===== src/rtl/mips_ctrl_pkg.sv =====
// Shared encodings for the multi-cycle MIPS control sequencer: states, opcodes,
// ALU operation classes and mux select / fault codes.
package mips_ctrl_pkg;

  typedef enum logic [3:0] {
    FETCH     = 4'd0,
    DECODE    = 4'd1,
    MEM_ADDR  = 4'd2,
    MEM_READ  = 4'd3,
    MEM_WB    = 4'd4,
    MEM_WRITE = 4'd5,
    R_EXEC    = 4'd6,
    R_WB      = 4'd7,
    BRANCH    = 4'd8,
    JUMP      = 4'd9,
    I_EXEC    = 4'd10,
    I_WB      = 4'd11,
    JR        = 4'd12,
    TRAP      = 4'd13
  } state_t;

  localparam logic [5:0] OP_RTYPE = 6'b000000;
  localparam logic [5:0] OP_LW    = 6'b100011;
  localparam logic [5:0] OP_SW    = 6'b101011;
  localparam logic [5:0] OP_BEQ   = 6'b000100;
  localparam logic [5:0] OP_BNE   = 6'b000101;
  localparam logic [5:0] OP_J     = 6'b000010;
  localparam logic [5:0] OP_JAL   = 6'b000011;
  localparam logic [5:0] OP_ADDI  = 6'b001000;
  localparam logic [5:0] FUNCT_JR = 6'b001000;

  localparam logic [2:0] ALU_ADD   = 3'b000;
  localparam logic [2:0] ALU_SUB   = 3'b001;
  localparam logic [2:0] ALU_RTYPE = 3'b010;

  localparam logic [1:0] PC_ALU    = 2'b00;
  localparam logic [1:0] PC_ALUOUT = 2'b01;
  localparam logic [1:0] PC_JUMP   = 2'b10;
  localparam logic [1:0] PC_REG_A  = 2'b11;

  localparam logic [1:0] REG_DST_RT = 2'b00;
  localparam logic [1:0] REG_DST_RD = 2'b01;
  localparam logic [1:0] REG_DST_RA = 2'b10;

  localparam logic [1:0] FAULT_NONE    = 2'b00;
  localparam logic [1:0] FAULT_ILLEGAL = 2'b01;
  localparam logic [1:0] FAULT_TIMEOUT = 2'b10;

  // States that own the shared memory port and therefore wait on mem_ready.
  function automatic logic is_mem_state(input state_t s);
    return (s == FETCH) || (s == MEM_READ) || (s == MEM_WRITE);
  endfunction

endpackage


===== src/rtl/mctrl_wait_timer.sv =====
// Counts consecutive stalled cycles in a memory state and flags a timeout when
// the limit is reached with the memory still not ready (MEM_TIMEOUT=0 disables).
module mctrl_wait_timer #(
  parameter int MEM_TIMEOUT = 15,
  parameter int CNT_W       = 4
) (
  input  logic clock,
  input  logic reset,
  input  logic waiting,
  input  logic mem_ready,
  input  logic state_change,
  output logic timeout
);

  logic [CNT_W-1:0] count;

  // NOTE: sequential state uses non-blocking assignments so every register
  // samples pre-edge values regardless of process ordering.
  always_ff @(posedge clock or negedge reset) begin
    if (!reset) begin
      count <= '0;
    end else if (state_change) begin
      count <= '0;
    end else if (waiting && !mem_ready) begin
      count <= count + CNT_W'(1);
    end
  end

  generate
    if (MEM_TIMEOUT == 0) begin : g_no_timeout
      assign timeout = 1'b0;
    end else begin : g_timeout
      // A completing access in the limit cycle suppresses the timeout.
      assign timeout = waiting && !mem_ready && (count == CNT_W'(MEM_TIMEOUT));
    end
  endgenerate

endmodule


===== src/rtl/mips_multicycle_control.sv =====
// Multi-cycle MIPS control FSM sharing one memory port for fetch and data.
// Optional performance counters are enabled by defining MCTRL_PERF_EN.
module mips_multicycle_control
  import mips_ctrl_pkg::*;
#(
  parameter int MEM_TIMEOUT = 15,
  parameter int CNT_W       = 4
) (
  input  logic       clock,
  input  logic       reset,
  input  logic [5:0] opcode,
  input  logic [5:0] funct,
  input  logic       zero,
  input  logic       mem_ready,
  output logic       pc_write,
  output logic       ir_write,
  output logic       i_or_d,
  output logic       mem_read,
  output logic       mem_write,
  output logic       mem_to_reg,
  output logic [1:0] reg_dst,
  output logic       reg_write,
  output logic       is_jal,
  output logic       alu_src_a,
  output logic [1:0] alu_src_b,
  output logic [2:0] alu_op,
  output logic [1:0] pc_source,
  output logic [3:0] state,
  output logic [1:0] fault
`ifdef MCTRL_PERF_EN
  ,
  output logic [31:0] cycle_count,
  output logic [31:0] instr_retired
`endif
);

  state_t     cur_state, next_state;
  logic [1:0] fault_next;
  logic       timeout;

  mctrl_wait_timer #(
    .MEM_TIMEOUT(MEM_TIMEOUT),
    .CNT_W      (CNT_W)
  ) u_wait_timer (
    .clock       (clock),
    .reset       (reset),
    .waiting     (is_mem_state(cur_state)),
    .mem_ready   (mem_ready),
    .state_change(next_state != cur_state),
    .timeout     (timeout)
  );

  always_ff @(posedge clock or negedge reset) begin
    if (!reset) begin
      cur_state <= FETCH;
      fault     <= FAULT_NONE;
    end else begin
      cur_state <= next_state;
      fault     <= fault_next;
    end
  end

  assign state = cur_state;

  // NOTE: every output and next-state term gets a default before the case so
  // no path through the block leaves a signal unassigned and infers a latch.
  always_comb begin
    next_state = cur_state;
    fault_next = fault;
    pc_write   = 1'b0;
    ir_write   = 1'b0;
    i_or_d     = 1'b0;
    mem_read   = 1'b0;
    mem_write  = 1'b0;
    mem_to_reg = 1'b0;
    reg_dst    = REG_DST_RT;
    reg_write  = 1'b0;
    is_jal     = 1'b0;
    alu_src_a  = 1'b0;
    alu_src_b  = 2'b00;
    alu_op     = ALU_ADD;
    pc_source  = PC_ALU;

    // Outputs are gated by the asynchronous reset itself so nothing can pulse
    // between reset assertion and the next clock edge.
    if (reset) begin
      unique case (cur_state)
        FETCH: begin
          mem_read  = 1'b1;
          alu_src_b = 2'b01;
          if (mem_ready) begin
            ir_write   = 1'b1;
            pc_write   = 1'b1;
            next_state = DECODE;
          end else if (timeout) begin
            next_state = TRAP;
            fault_next = FAULT_TIMEOUT;
          end
        end
        DECODE: begin
          alu_src_b = 2'b11;
          case (opcode)
            OP_RTYPE:      next_state = (funct == FUNCT_JR) ? JR : R_EXEC;
            OP_LW, OP_SW:  next_state = MEM_ADDR;
            OP_BEQ, OP_BNE: next_state = BRANCH;
            OP_J, OP_JAL:  next_state = JUMP;
            OP_ADDI:       next_state = I_EXEC;
            default: begin
              next_state = TRAP;
              fault_next = FAULT_ILLEGAL;
            end
          endcase
        end
        MEM_ADDR: begin
          alu_src_a  = 1'b1;
          alu_src_b  = 2'b10;
          next_state = (opcode == OP_SW) ? MEM_WRITE : MEM_READ;
        end
        MEM_READ: begin
          mem_read = 1'b1;
          i_or_d   = 1'b1;
          if (mem_ready) begin
            next_state = MEM_WB;
          end else if (timeout) begin
            next_state = TRAP;
            fault_next = FAULT_TIMEOUT;
          end
        end
        MEM_WB: begin
          reg_write  = 1'b1;
          mem_to_reg = 1'b1;
          next_state = FETCH;
        end
        MEM_WRITE: begin
          mem_write = 1'b1;
          i_or_d    = 1'b1;
          if (mem_ready) begin
            next_state = FETCH;
          end else if (timeout) begin
            next_state = TRAP;
            fault_next = FAULT_TIMEOUT;
          end
        end
        R_EXEC: begin
          alu_src_a  = 1'b1;
          alu_op     = ALU_RTYPE;
          next_state = R_WB;
        end
        R_WB: begin
          reg_write  = 1'b1;
          reg_dst    = REG_DST_RD;
          next_state = FETCH;
        end
        BRANCH: begin
          alu_src_a  = 1'b1;
          alu_op     = ALU_SUB;
          pc_source  = PC_ALUOUT;
          pc_write   = (opcode == OP_BNE) ? !zero : zero;
          next_state = FETCH;
        end
        JUMP: begin
          pc_source = PC_JUMP;
          pc_write  = 1'b1;
          if (opcode == OP_JAL) begin
            reg_write = 1'b1;
            reg_dst   = REG_DST_RA;
            is_jal    = 1'b1;
          end
          next_state = FETCH;
        end
        I_EXEC: begin
          alu_src_a  = 1'b1;
          alu_src_b  = 2'b10;
          next_state = I_WB;
        end
        I_WB: begin
          reg_write  = 1'b1;
          next_state = FETCH;
        end
        JR: begin
          pc_source  = PC_REG_A;
          pc_write   = 1'b1;
          next_state = FETCH;
        end
        TRAP: begin
          next_state = TRAP;
        end
        default: begin
          next_state = TRAP;
          fault_next = FAULT_ILLEGAL;
        end
      endcase
    end
  end

`ifdef MCTRL_PERF_EN
  always_ff @(posedge clock or negedge reset) begin
    if (!reset) begin
      cycle_count   <= '0;
      instr_retired <= '0;
    end else begin
      if (cur_state != TRAP) begin
        cycle_count <= cycle_count + 32'd1;
      end
      if ((next_state == FETCH) && (cur_state != FETCH)) begin
        instr_retired <= instr_retired + 32'd1;
      end
    end
  end
`endif

endmodule


===== config.mk =====
export PLATFORM = sky130hd
export DESIGN_NAME = mips_multicycle_control
export DESIGN_NICKNAME = d
export VERILOG_FILES = /design/src/rtl/mips_ctrl_pkg.sv /design/src/rtl/mctrl_wait_timer.sv /design/src/rtl/mips_multicycle_control.sv
export SDC_FILE = /design/constraint.sdc
export NUM_CORES = 1
export LEC_CHECK = 0
export CAP_MARGIN = 15
export CORE_AREA = 3 3 56 58
export CTS_CLUSTER_SIZE = 28
export DETAILED_ROUTE_END_ITERATION = 7
export DIE_AREA = 0 0 59 61
export GPL_TIMING_DRIVEN = 1
export PLACE_DENSITY = 0.74
export SETUP_SLACK_MARGIN = 0.4
export SLEW_MARGIN = 5
export SYNTH_ARGS = -nofsm -noshare
export SYNTH_HDL_FRONTEND = slang
export SYNTH_SLANG_ARGS = --single-unit
export TNS_END_PERCENT = 10

===== constraint.sdc =====
create_clock -name clock -period 2.9 [get_ports clock]
set_input_delay 0.58 -clock clock [delete_from_list [all_inputs] [get_ports clock]]
set_output_delay 0.58 -clock clock [all_outputs]
set_load 0.05 [all_outputs]

==> results of run 1 <==
[per-stage QoR]
stage / setup WS [ns] / cells
global route: 0.3872 / 235
finish: 0.4573 / 235
floorplan: 0.02979 / 163
global placement: 0.02259 / 230
detailed placement: -0.05130 / 230
CTS: 0.2715 / 234
[power by group through the flow]
stage               clock network, mW  registers (mW)  logic [mW]
floorplan                           0           0.354       0.718
global placement                    0           0.299        1.15
detailed placement                  0           0.305        1.17
CTS                             0.135           0.304        1.19
global route                    0.143           0.322        1.28
finish                          0.133           0.311        1.20
[cell usage in the layout, fill, tap and decap left out, types with 3 or more instances in the layout]
cell and count:
nand3_1 6, nor4_1 4, nor3_2 4, nand2_1 11, clkdlybuf4s50_1 13, clkbuf_4 3, buf_12 17, a21oi_1 10
inv_1 4, and4_1 3, clkbuf_2 3, nand2b_1 6, dfrtp_2 3, nor2_1 19, a22o_1 3, dfrtp_1 7
nor3_1 9, o21ai_0 8, mux2i_1 3, buf_4 10, xnor2_1 4, and3_1 4
[final cells by class]
type / count / area, um2
Inverter: 5 / 18.77
Clock buffer: 4 / 36.28
Timing Repair Buffer: 49 / 619.3
Sequential cell: 10 / 254.0
Multi-Input combinational cell: 136 / 939.7
Fill cell: 227 / 803.3
Tap cell: 31 / 38.79
[cell families (layout without fill, tap and decap cells)]
| family | after synthesis | after routing | synth area share |
|---|---|---|---|
| AND/OR/NAND/NOR | 85 | 85 | 0.3981 |
| AO/OA/AOI/OAI | 39 | 39 | 0.2278 |
| buffers and inverters | 17 | 58 | 0.07522 |
| flip-flops | 10 | 10 | 0.2090 |
| XOR/XNOR | 7 | 7 | 0.05120 |
| multiplexers | 3 | 3 | 0.02508 |
| adder cells (fa/ha/maj) | 1 | 1 | 0.01045 |
| other | 1 | 1 | 0.003132 |
[how the worst min path moves through the flow]
| stage | start | end | slack [ns] |
|---|---|---|---|
| 2_1_floorplan | reset | fault[0] | 0.28 |
| 3_3_place_gp | fault[0] | fault[0] | 0.50 |
| 3_5_place_dp | fault[0] | fault[0] | 0.53 |
| 4_1_cts | fault[0] | fault[0] | 0.55 |
| 5_1_grt | reset | state[0] | 0.49 |
| 6_report | reset | state[0] | 0.47 |
[registers in the layout (all words and copies together), names as in the netlist]
signal              flops
state                   4
u_wait_timer.count      4
fault                   2
[routing by layer]
layer	track usage	routed length, um	vias to the layer above
met5	0	0	-
met2	0.3675	1956	62
met3	0.04043	279	5
met4	0.08091	30	0
li1	-	-	691
met1	0.2846	1556	693
[timing repair]
item,4_1_cts,5_1_grt
pin swaps,7,5
setup endpoints to repair,8,13
buffers inserted,0,1
cloned,0,0
gates resized for setup,15,15
==> flow_summary.json, run 1 <==
{
  "h-tree-depth": 1,
  "worstSkewPairLatency_ns": 0.28,
  "gr-total-overflow": 0,
  "wirelength_mm": 3.822,
  "cts_root_buf": "clkbuf_4",
  "die_area_um2": 3599,
  "antenna_cells": 0,
  "startpoint": "opcode[4]",
  "dr.pass1.iters": 4,
  "status": "finished, final reports clean",
  "worstPathMaxFanout": 5,
  "ctsHoldBuffers": 0,
  "path_cells": "dlygate4sd2_1 -> buf_6 -> nand3b_1 -> xnor2_2 -> o31ai_1 -> nand2b_1 -> buf_12",
  "yosysWarnings": 0,
  "reg2reg_depth": 6,
  "p_leak_nw": 0.7645,
  "syn_to_final_growth_pct": 59.25,
  "final_cell_area_um2": 1907,
  "finalHoldViolCount": 0,
  "drc": 0,
  "fin_nets": 222,
  "crit_family": "buffers and inverters",
  "avgRoutedWirePerCell_um": 16.26,
  "p_int_uw": 750.0,
  "setup_total_negative_slack_ns": 0,
  "cts_tree": "yes",
  "crit_buf_inv": 3,
  "grt_max_degree": 27,
  "grt_pass1_vias": 1380,
  "worst_slew_pin_slew_ns": 0.6059,
  "skew_ns": 0.01340,
  "layout-drive-gt1-share": 0.2990,
  "yosysTopAreaCellShare": 0.2090,
  "slowest_delay_ns": 0.26,
  "vias_per_cell": 6.174,
  "start_util": 0.4418,
  "cts_sinks": 10,
  "yosys_most_used_dff": "dfrtp_1",
  "syn_inst": 163,
  "switching_share": 0.5424,
  "pwr-share-seq": 0.190,
  "maxCapViolations": 0,
  "dpl_cell_area_um2": 1823,
  "yosys-top-cells-count": "19 x nor2_1, 13 x nor3_1, 11 x a21oi_1, 11 x nand2_1, 10 x dfrtp_1",
  "post-synth-top-count-cell": "nor2_1",
  "hpwl_mm": 2.866,
  "timing.slew.headroom": 0.5961,
  "rsz0062_at_grt": "yes",
  "dieHeight_um": 61,
  "cts_buffer_depth": 2,
  "synth_area_um2": 1197,
  "r2r_start": "u_wait_timer.count[0]",
  "cp-start-kind": "input port",
  "antenna_found_initial": 0,
  "final_max_slew_viol_count": 0,
  "syn_avg_cell_area_um2": 7.346,
  "synth_area_leaders": "dfrtp_1 21%, nor2_1 6.0%, nor3_1 5.4%, a21oi_1 4.6%, nor4_1 3.7%",
  "port_buffers": 38,
  "numCtsBuffers": 3,
  "setup_violations": 0,
  "die_w_um": 59,
  "pwr-share-comb": 0.729,
  "synth_fp_nets": 180,
  "grt_pass1_wl_mm": 6.182,
  "place.gp.congestion": 0.9274,
  "cp_slowest_cell": "dlygate4sd2_1",
  "min_period_over_period": 0.8423,
  "drtIter0Drc": 47,
  "grt_util_all_layers": 0.2205,
  "async_reset_ff_frac": 1.000,
  "clk_pin_slew_ns": 0.08,
  "ioPinCount": 40,
  "ys_types": 52,
  "worstSetupPathType": "in2out",
  "ys_seq_area_frac": 0.2090,
  "fin_hold_ws_ns": 0.4745,
  "synth-seq-cells": 10,
  "ff2ff_setup_slack_ns": 0.71,
  "cp.arrival_ns": 1.86,
  "power.density_nw_per_um2": 859.5,
  "min_period_ns": 2.443,
  "max_freq_mhz": 409.4,
  "netSwitchingPower_uw": 888.8,
  "critPathCapture": "pc_write",
  "r2r-end": "u_wait_timer.count[1]",
  "core-area_um2": 2710,
  "via_count": 1451,
  "yosys.area.top_type": "dfrtp_1",
  "synth_edf_count": 0,
  "cp.depth": 7,
  "hold_class": "in2async",
  "antenna_left": 0,
  "end_kind": "output port",
  "crit_required_ns": 2.32,
  "total_power_mw": 1.639,
  "pwr-share-clk": 0.081,
  "row_count": 19,
  "peakVddDrop_uv": 831.3,
  "final_core_util": 0.7036
}
Power figures use the tool's default switching activity.
==> run 2: changes to the inputs <==
CORE_AREA = 3 3 59 61   (was 3 3 56 58)
DIE_AREA = 0 0 62 64   (was 0 0 59 61)
PLACE_DENSITY = 0.69   (was 0.74)
clock period = 2 ns   (was 2.9 ns; I/O delays follow)
==> run 2 against run 1 <==
Effect of this change:
- the flow now finishes with violations (setup timing)
- clock power up 20%
- sequential power up 16%
- hold slack worse by 0.17 ns
- first-iteration DRC count rose to 2.8 times the previous value
- wire length up 50%
- combinational power up 130%
- critical endpoint unchanged
- setup slack worse by 0.52 ns
- final cell count up 23%
- via count up 22%
- global-route usage up 4.9 points
- clock-buffer cell count unchanged
- register-to-register slack worse by 0.74 ns
==> flow_summary.json, run 2 (synthesis gave the netlist of run 1 again) <==
{
  "die_area_um2": 3968,
  "skew_ns": 0.01395,
  "violations": "setup timing",
  "grt_util_all_layers": 0.2694,
  "end_kind": "output port",
  "cp_slowest_cell": "dfrtp_2",
  "vias_per_cell": 6.107,
  "path_cells": "buf_12 -> inv_4 -> nand3_2 -> a21oi_1 -> o31ai_1 -> buf_4 -> nand2b_4 -> buf_12",
  "drc": 0,
  "final_common_cell": "buf_4",
  "finalHoldViolCount": 0,
  "crit_top_cell": "buf_12",
  "r2r_start": "state[3]",
  "cts_buffer_depth": 2,
  "r2r-end": "state[1]",
  "min_period_over_period": 1.029,
  "numCtsBuffers": 3,
  "cp-start-kind": "flop",
  "drtIter0Drc": 130,
  "wirelength_mm": 5.717,
  "final_max_slew_viol_count": 0,
  "grt_pass1_vias": 1673,
  "syn_to_final_growth_pct": 121.6,
  "dpl.cell_count": 275,
  "h-tree-depth": 1,
  "maxCapViolations": 0,
  "crit_required_ns": 1.60,
  "fin_nets": 264,
  "hpwl_mm": 3.548,
  "via_count": 1771,
  "antenna_cells": 0,
  "cp.arrival_ns": 1.66,
  "grt_max_degree": 20,
  "worstSetupPathType": "reg2out",
  "cts_root_buf": "clkbuf_4",
  "row_count": 20,
  "worstPathMaxFanout": 9,
  "power.density_nw_per_um2": 1237,
  "status": "finished with violations",
  "antenna_left": 0,
  "total_power_mw": 3.283,
  "setup_violations": 6,
  "ff2ff_setup_slack_ns": -0.03,
  "place.gp.congestion": 0.9569,
  "layout_common_cells": "43 x buf_4, 22 x buf_12, 12 x nor2_1",
  "die_w_um": 62,
  "place_ws_ns": -0.6087,
  "cts_sinks": 10,
  "gr-total-overflow": 0,
  "rsz0062_at_grt": "yes",
  "clk_pin_slew_ns": 0.08,
  "cts_tree": "yes",
  "layout-drive-gt1-share": 0.5854,
  "peakVddDrop_uv": 915.2,
  "hold_class": "in2async",
  "max_freq_mhz": 486.0,
  "port_buffers": 38,
  "min_period_ns": 2.058,
  "fin_cells": 290,
  "grt_pass1_wl_mm": 8.190,
  "start_util": 0.3955,
  "dr.pass1.iters": 5,
  "worstSkewPairLatency_ns": 0.28,
  "setup_ws_ns": -0.05777,
  "ioPinCount": 40,
  "slowest_delay_ns": 0.44,
  "core-area_um2": 3028,
  "ctsHoldBuffers": 0,
  "avgRoutedWirePerCell_um": 19.71,
  "reg2reg_depth": 5,
  "dieHeight_um": 64,
  "antenna_found_initial": 0,
  "p_leak_nw": 1.048
}
[run 2: changes by cell type in the layout (fill, tap and decap cells not counted), sizes merged]
| cell | change |
|---|---|
| clkbuf | -2 |
| clkdlybuf4s50 | -6 |
| clkinvlp | +2 |
| dlygate4sd2 | +1 |
| buf | +50 |
| dlymetal6s2s | -2 |
| inv | -2 |
| clkdlybuf4s15 | +1 |
[run 2: area by class of cell]
type                            count  area, um2
Timing Repair Buffer               91       1042
Sequential cell                    10      255.2
Tap cell                           44      55.05
Multi-Input combinational cell    136       1246
Clock buffer                        4      26.28
Fill cell                         135      374.1
Inverter                            5      28.78
[run 2: worst max-delay path by stage]
stage                     startpoint  endpoint  slack, ns  cells past startpoint
after floorplan            opcode[2]    is_jal      -0.04                      2
after global placement     opcode[3]  pc_write      -0.47                      8
after detailed placement   opcode[3]  pc_write      -0.61                      8
after CTS                  opcode[1]  pc_write      -0.07                      8
after global routing        state[1]  pc_write       -0.1                      8
final                       state[1]  pc_write      -0.06                      8
[run 2: timing repair]
item	CTS	global route
setup buffers	10	1
endpoints found under the setup margin	30	30
pin swaps	22	17
resized for setup	65	26
cloned	0	0
[run 2: stage by stage]
stage,hold WS (ns),setup TNS (ns),instance area [um2],util
finish,0.3015,-0.2153,2654,0.8764
global route,0.3001,-0.5889,2654,0.8764
CTS,0.2868,-0.1606,2516,0.8310
detailed placement,0.5365,-6.012,2256,0.7450
global placement,0.5103,-4.984,2256,0.7450
floorplan,0.1044,-0.2317,1398,-
[run 2: where the power goes]
part / internal, mW / switching, mW / leakage [nW]
Clock: 0.0775 / 0.0815 / 0.0150
Combinational: 1.21 / 1.55 / 0.911
Sequential: 0.271 / 0.0905 / 0.123
Total: 1.56 / 1.72 / 1.05
[run 2: critical path: cells and delay by family, from the launching register on]
family                 cells  cell delay (ns)
AOI/OAI and AO/OA          2             0.22
buffers and inverters      4             0.54
DFF                        1             0.44
and+or+nand+nor            2             0.15
[run 2: layer usage]
layer | GRT usage | part of all wire
met1 | 0.3529 | 0.36
met2 | 0.4417 | 0.50
met3 | 0.04444 | 0.10
met4 | 0.07958 | 0.039
met5 | 0 | 0
==> run 3: changes to the inputs <==
CAP_MARGIN = 20   (was 15)
==> results of run 3 <==
Final layout, timing and power as in run 2 (identical DEF).
